[src/rtl/pingpong_ram_if.sv]
//------------------------------------------------------------------------------
// pingpong_ram_if : writer / reader port bundle for pingpong_ram
// Optional err bus present when PINGPONG_ERR_EN is defined.  Rev 1.0
//------------------------------------------------------------------------------
`default_nettype none

interface pingpong_ram_if #(
  parameter int DATA_W = 8,
  parameter int ADDR_W = 7
) ();
  logic [ADDR_W-1:0] addra;
  logic              wea;
  logic [DATA_W-1:0] dina;
  logic              finisha;
  logic              readya;
  logic [ADDR_W-1:0] addrb;
  logic [DATA_W-1:0] doutb;
  logic              finishb;
  logic              readyb;
`ifdef PINGPONG_ERR_EN
  logic [2:0]        err;

  modport master (
    output addra, wea, dina, finisha, addrb, finishb,
    input  readya, doutb, readyb, err
  );
  modport slave (
    input  addra, wea, dina, finisha, addrb, finishb,
    output readya, doutb, readyb, err
  );
`else
  modport master (
    output addra, wea, dina, finisha, addrb, finishb,
    input  readya, doutb, readyb
  );
  modport slave (
    input  addra, wea, dina, finisha, addrb, finishb,
    output readya, doutb, readyb
  );
`endif
endinterface

`default_nettype wire

[src/rtl/pingpong_ram.sv]
//------------------------------------------------------------------------------
// pingpong_ram : two-bank ping-pong sample store, writer fills one bank while
// the reader scans the other. Macro PINGPONG_ERR_EN adds sticky err[2:0].
// Revision : 1.0
//------------------------------------------------------------------------------
`default_nettype none

module pingpong_ram #(
  parameter int DATA_W = 8,
  parameter int ADDR_W = 7
) (
  input  wire            clk,
  input  wire            rst,
  pingpong_ram_if.slave  bus
);
  localparam int DEPTH = 2 ** ADDR_W;

  logic [DATA_W-1:0] mem [0:2*DEPTH-1];

  logic [1:0]        r_full;
  logic              r_wsel;
  logic              r_rsel;
  logic              r_readya;
  logic              r_readyb;
  logic              r_finisha_d;
  logic              r_finishb_d;
  logic [DATA_W-1:0] r_rdata;
  logic [DATA_W-1:0] r_doutb;

  logic              w_fa_edge;
  logic              w_fb_edge;
  logic              w_set;
  logic              w_clr;
  logic              w_wr;
  logic [1:0]        w_full_nxt;
  logic              w_wsel_nxt;
  logic              w_rsel_nxt;

  assign w_fa_edge = bus.finisha & ~r_finisha_d;
  assign w_fb_edge = bus.finishb & ~r_finishb_d;
  // When both selects point at the same bank only one of these can be true,
  // so gating on the ready flags alone resolves simultaneous handoffs.
  assign w_set     = w_fa_edge & r_readya;
  assign w_clr     = w_fb_edge & r_readyb;
  assign w_wr      = bus.wea & r_readya;

  always_comb begin
    w_full_nxt = r_full;
    w_wsel_nxt = r_wsel;
    w_rsel_nxt = r_rsel;
    if (w_set) begin
      w_full_nxt[r_wsel] = 1'b1;
      w_wsel_nxt         = ~r_wsel;
    end
    if (w_clr) begin
      w_full_nxt[r_rsel] = 1'b0;
      w_rsel_nxt         = ~r_rsel;
    end
  end

  always_ff @(posedge clk) begin
    if (rst) begin
      r_full      <= 2'b00;
      r_wsel      <= 1'b0;
      r_rsel      <= 1'b0;
      r_readya    <= 1'b1;
      r_readyb    <= 1'b0;
      r_finisha_d <= 1'b0;
      r_finishb_d <= 1'b0;
    end else begin
      r_full      <= w_full_nxt;
      r_wsel      <= w_wsel_nxt;
      r_rsel      <= w_rsel_nxt;
      r_readya    <= ~w_full_nxt[w_wsel_nxt];
      r_readyb    <= w_full_nxt[w_rsel_nxt];
      r_finisha_d <= bus.finisha;
      r_finishb_d <= bus.finishb;
    end
  end

  // Storage has no reset so it can map onto block RAM.
  always_ff @(posedge clk) begin
    if (w_wr && !rst) begin
      mem[{r_wsel, bus.addra}] <= bus.dina;
    end
  end

  always_ff @(posedge clk) begin
    if (rst) begin
      r_rdata <= '0;
      r_doutb <= '0;
    end else begin
      r_rdata <= mem[{r_rsel, bus.addrb}];
      r_doutb <= r_rdata;
    end
  end

  assign bus.readya = r_readya;
  assign bus.readyb = r_readyb;
  assign bus.doutb  = r_doutb;

`ifdef PINGPONG_ERR_EN
  logic [2:0] r_err;

  always_ff @(posedge clk) begin
    if (rst) begin
      r_err <= 3'b000;
    end else begin
      r_err <= r_err | {w_fb_edge & ~r_readyb,
                        w_fa_edge & ~r_readya,
                        bus.wea   & ~r_readya};
    end
  end

  assign bus.err = r_err;
`endif

endmodule

`default_nettype wire

[src/flat_wrapper.sv]
// flat-port wrapper written by rule: the top's interface ports become plain ports
module pingpong_ram_flat 
#(
  parameter int DATA_W = 8,
  parameter int ADDR_W = 7
)
  (clk, rst, bus_addra, bus_wea, bus_dina, bus_finisha, bus_addrb, bus_finishb, bus_readya, bus_doutb, bus_readyb);
  pingpong_ram_if #(.DATA_W(DATA_W), .ADDR_W(ADDR_W)) bus_i ();
  input  wire clk;
  input  wire rst;
  input wire logic [$bits(bus_i.addra)-1:0] bus_addra;
  input wire logic [$bits(bus_i.wea)-1:0] bus_wea;
  input wire logic [$bits(bus_i.dina)-1:0] bus_dina;
  input wire logic [$bits(bus_i.finisha)-1:0] bus_finisha;
  input wire logic [$bits(bus_i.addrb)-1:0] bus_addrb;
  input wire logic [$bits(bus_i.finishb)-1:0] bus_finishb;
  output wire logic [$bits(bus_i.readya)-1:0] bus_readya;
  output wire logic [$bits(bus_i.doutb)-1:0] bus_doutb;
  output wire logic [$bits(bus_i.readyb)-1:0] bus_readyb;
  assign bus_i.addra = bus_addra;
  assign bus_i.wea = bus_wea;
  assign bus_i.dina = bus_dina;
  assign bus_i.finisha = bus_finisha;
  assign bus_i.addrb = bus_addrb;
  assign bus_i.finishb = bus_finishb;
  assign bus_readya = bus_i.readya;
  assign bus_doutb = bus_i.doutb;
  assign bus_readyb = bus_i.readyb;
  pingpong_ram #(.DATA_W(DATA_W), .ADDR_W(ADDR_W)) u_core (.clk(clk), .rst(rst), .bus(bus_i));
endmodule
[config.mk]
export PLATFORM = sky130hd
export DESIGN_NAME = pingpong_ram_flat
export DESIGN_NICKNAME = d
export VERILOG_FILES = /design/src/rtl/pingpong_ram_if.sv /design/src/rtl/pingpong_ram.sv /design/src/flat_wrapper.sv
export SDC_FILE = /design/constraint.sdc
export NUM_CORES = 2
export LEC_CHECK = 0
export ABC_AREA = 1
export CAP_MARGIN = 10
export CORE_MARGIN = 5
export CORE_UTILIZATION = 45
export CTS_BUF_LIST = sky130_fd_sc_hd__clkbuf_8
export DETAILED_ROUTE_END_ITERATION = 8
export SLEW_MARGIN = 20
export SYNTH_ARGS = -nofsm -noshare
export SYNTH_HDL_FRONTEND = slang
export SYNTH_SLANG_ARGS = --single-unit
[constraint.sdc]
create_clock -name clk -period 2.4 [get_ports clk]
set_input_delay 0.36 -clock clk [delete_from_list [all_inputs] [get_ports clk]]
set_output_delay 0.36 -clock clk [all_outputs]
set_load 0.005 [all_outputs]
==> results.txt <==
----------------------------------------------------
[Logic synthesis]
  Share of the synthesized area in the top cell type ... 0.7316
  Sequential-to-total area share from yosys stat ... 0.7373
  Ys async rst share ... 0
  Primary FF master, synth ... sky130_fd_sc_hd__edfxtp_1
  Main combinational cell family by area after synthesis ... simple AND/OR/NAND/NOR gates
  Number of nets produced by synthesis ... 7104
  Dominant cell type by area after synthesis ... sky130_fd_sc_hd__edfxtp_1
  Register bit count reported by yosys ... 2072
  Post-synthesis cell type count ... 22
  Synthesized-area fraction occupied by and/or/nand/nor cells ... 0.2252
  Number of standard cells after synthesis ... 7077
  Top cells by area, synth ... sky130_fd_sc_hd__edfxtp_1, sky130_fd_sc_hd__nand3_1, sky130_fd_sc_hd__nand2_1, sky130_fd_sc_hd__nor2_1, sky130_fd_sc_hd__buf_2
  Avg Inst Size Synth ... 11.88 µm²
  Parity-gate share of the synthesized area counting xor and xnor cells ... 0.0001042
  Complex-gate fraction of the synthesized area ... 0.004525
  Mux share of post-synthesis cell area ... 0
  Most frequent cells after synthesis ... sky130_fd_sc_hd__nand2_1, sky130_fd_sc_hd__edfxtp_1, sky130_fd_sc_hd__nand3_1
  EDFF count, synth ... 2048
  Most frequent cell after synthesis ... sky130_fd_sc_hd__nand2_1
  Synth Warn # ... 0
  Post-synthesis share of cell area spent on full adders, half adders and majority gates ... 0
  Post-synthesis instance area ... 84060 µm²

[Global route]
  Wire length of the first global-routing pass ... 359.6 mm
  Number of antenna violations at the first check in global routing ... 3
  Largest net degree at the start of global routing ... 97
  Number of global-route vias before repair ... 55990
  Global-route total usage across every layer ... 0.2420
  Met2 usage in global routing ... 0.3840
  Met1 usage in global routing ... 0.3347
  Congestion Overflow GR ... 0
  Most used routing layer in global routing ... met2
  Fraction of met3 tracks used by global routing ... 0.04259

[Clocking]
  Number of buffers on the longest clock path ... 4
  Skew-Pair Late Insertion Delay ... 1.04 ns
  CTS root buf ... sky130_fd_sc_hd__clkbuf_8
  Clock sinks ... 2072
  Max H-tree Level ... 5
  Clock tree from TritonCTS ... yes
  Num CTS Buffers ... 353
  Number of setup buffers added after CTS ... 0
  Clock slew at reported path FFs ... 0.06 ns

[Floorplan]
  Cell Rows ... 158
  Y dimension of the die ... 442.2 µm
  I/O pin count ... 37
  Total Die Area ... 195500 µm²
  Core Area ... 185600 µm²
  Die W ... 442.2 µm
  Effective utilization at floorplan ... 0.4528

[Worst setup path]
  Crit Path Max Fanout ... 15
  Worst path slowest cell ... sky130_fd_sc_hd__dfxtp_1
  Type of the setup path with the least slack ... register to register
  Critical Path RT ... 3.13 ns
  Cells traversed along the worst timing path ... nand3_1 -> clkinv_1 -> buf_12 -> nand2_2 -> buf_12 -> buf_4 -> buf_4 -> nor2_1 -> buf_4
  Arrival time at the worst endpoint ... 3.10 ns
  Crit path top cell by count ... sky130_fd_sc_hd__buf_4
  Nature of the critical path endpoint ... register
  Startpoint type of the worst setup path ... register
  Crit path max-delay family ... buffers and inverters
  Crit-path max cell delay ... 0.38 ns
  Sum of buffers and inverters on the critical path ... 6

[Final layout]
  Layout overhead on the synthesized area ... 17.96%
  Post-layout nets ... 7760
  Final standard cell count with taps included and fillers excluded ... 10470
  Fraction of final layout cells sized beyond drive strength 1 ... 0.1490

[Detailed routing]
  Detail-routed via count per cell ... 5.557
  Number of routed nets with antenna violations ... 0
  DRT Pass-1 Iters ... 6
  Vias ... 58200
  Detailed Route Iter0 Violations ... 6295
  Routed Wire Length ... 242.7 mm
  Count of unresolved DRC violations after routing ... 0
  Routed length per placed instance ... 23.17 µm

[Power]
  Pleak ... 36.21 nW
  Power density of the placed cells ... 749.1 nW/µm²
  Post-route total power ... 74.28 mW
  Worst vdd ir ... 0.0005452 V

[Timing]
  Number of hold violations in the final report ... 0
  Final worst path period need ... 2.370 ns
  Transition at the pin with the smallest max-transition slack ... 0.8881 ns
  Worst Clk Skew ... 0.08391 ns
  Tightest slew margin relative to the limit ... 0.4058
  Unrepaired setup endpoints after global routing ... no
  Final period utilization ... 0.9877
  Max Freq ... 421.9 MHz
  Setup violation total in the final timing report ... 0
  Fin. max-slew vios ... 0

[Place]
  GP Congestion ... 0.9133
  Post-detailed-placement half-perimeter wirelength ... 153.6 mm
  Placed Instances ... 9847
  Count of input and output buffers ... 36

[Run status]
  Run status ... completed

[Job]
  Total of max-cap violations ... 0

[Min path]
  Type of the worst min-delay path ... input pin to register

----------------------------------------------------
[power by group]
group          total, mW  leakage (nW)  switching, mW  internal, mW
Clock               28.9          3.67           13.9          15.1
Sequential          39.9          18.6         0.0464          39.8
Combinational       5.47          13.9           3.75          1.72
Total               74.3          36.2           17.7          56.6
[cells by family after synthesis]
logic type / Yosys count
AND/OR/NAND/NOR: 4398
buffers and inverters: 535
flip-flops: 2072
XOR/XNOR: 1
AO/OA/AOI/OAI: 71
[worst min-delay path: stages]
cell                              delay, ns
sky130_fd_sc_hd__clkdlybuf4s50_1       0.43
sky130_fd_sc_hd__buf_4                 0.23
sky130_fd_sc_hd__nor2_1                0.13
[layer usage]
| metal | part of all wire | vias up |
|---|---|---|
| li1 | - | 26460 |
| met1 | 0.41 | 28650 |
| met2 | 0.47 | 2583 |
| met3 | 0.080 | 507 |
| met4 | 0.040 | 2 |
| met5 | 0.000054 | - |
[state kept, by name, indices dropped and copies added (netlist names), 2 cells and up]
signal and flops:
u_core.r_full 2, u_core.mem 2048, u_core.r_rdata 8, u_core.bus.doutb 8
[timing repair]
action / CTS / global route
gates cloned: 0 / 0
setup endpoints to repair: 4 / 32
hold buffers: 11 / 0
endpoints found under the hold margin: 1124 / 0
resized for setup: 1 / 5
[placed cells by master (no fill, tap or decap), types with 25 or more instances in the layout]
master and instances:
sky130_fd_sc_hd__nand2_1 2074, sky130_fd_sc_hd__edfxtp_1 2048, sky130_fd_sc_hd__nand3_1 1931, sky130_fd_sc_hd__buf_4 569, sky130_fd_sc_hd__clkbuf_8 375, sky130_fd_sc_hd__nor2_1 370
sky130_fd_sc_hd__buf_12 170, sky130_fd_sc_hd__inv_1 165, sky130_fd_sc_hd__clkinv_1 79, sky130_fd_sc_hd__o21ai_0 35, sky130_fd_sc_hd__clkinv_2 25
[final timing paths]
path	cells after the start	slack, ns	startpoint	end
max	9	0.03	u_core.bus.readya	u_core.mem[183][4]
min	3	0.17	rst	u_core.r_full[1]
max reg2reg	9	0.03	u_core.bus.readya	u_core.mem[183][4]
min reg2reg	2	0.52	u_core.r_rdata[1]	u_core.bus.doutb[1]
[stage by stage]
stage / area [µm²] / setup TNS, ns / hold slack (ns) / setup WS, ns / utilization
after global routing: 99150 / 0 / 0.1181 / 0.004629 / 0.5341
after detailed placement: 92740 / -321.40 / 0.4963 / -0.4532 / 0.4996
after CTS: 99130 / 0 / 0.07448 / 0.009312 / 0.5340
final: 99160 / 0 / 0.1699 / 0.02960 / 0.5342
after global placement: 92740 / -360.76 / 0.4921 / -0.4715 / 0.4996
after floorplan: 84060 / 0 / 0.3883 / 0.4389 / -
[cell type report]
type                            count  area, µm²
Fill cell                       15850      86480
Sequential cell                  2072      61980
Multi-Input combinational cell   4470      19370
Timing Repair Buffer              785       8187
Clock buffer                      375       5161
Tap cell                         2480       3103
Clock inverter                    235       1119
Inverter                           51      225.2
Antenna cell                        5      12.51
Note: power is estimated with default switching activity, not from simulation.
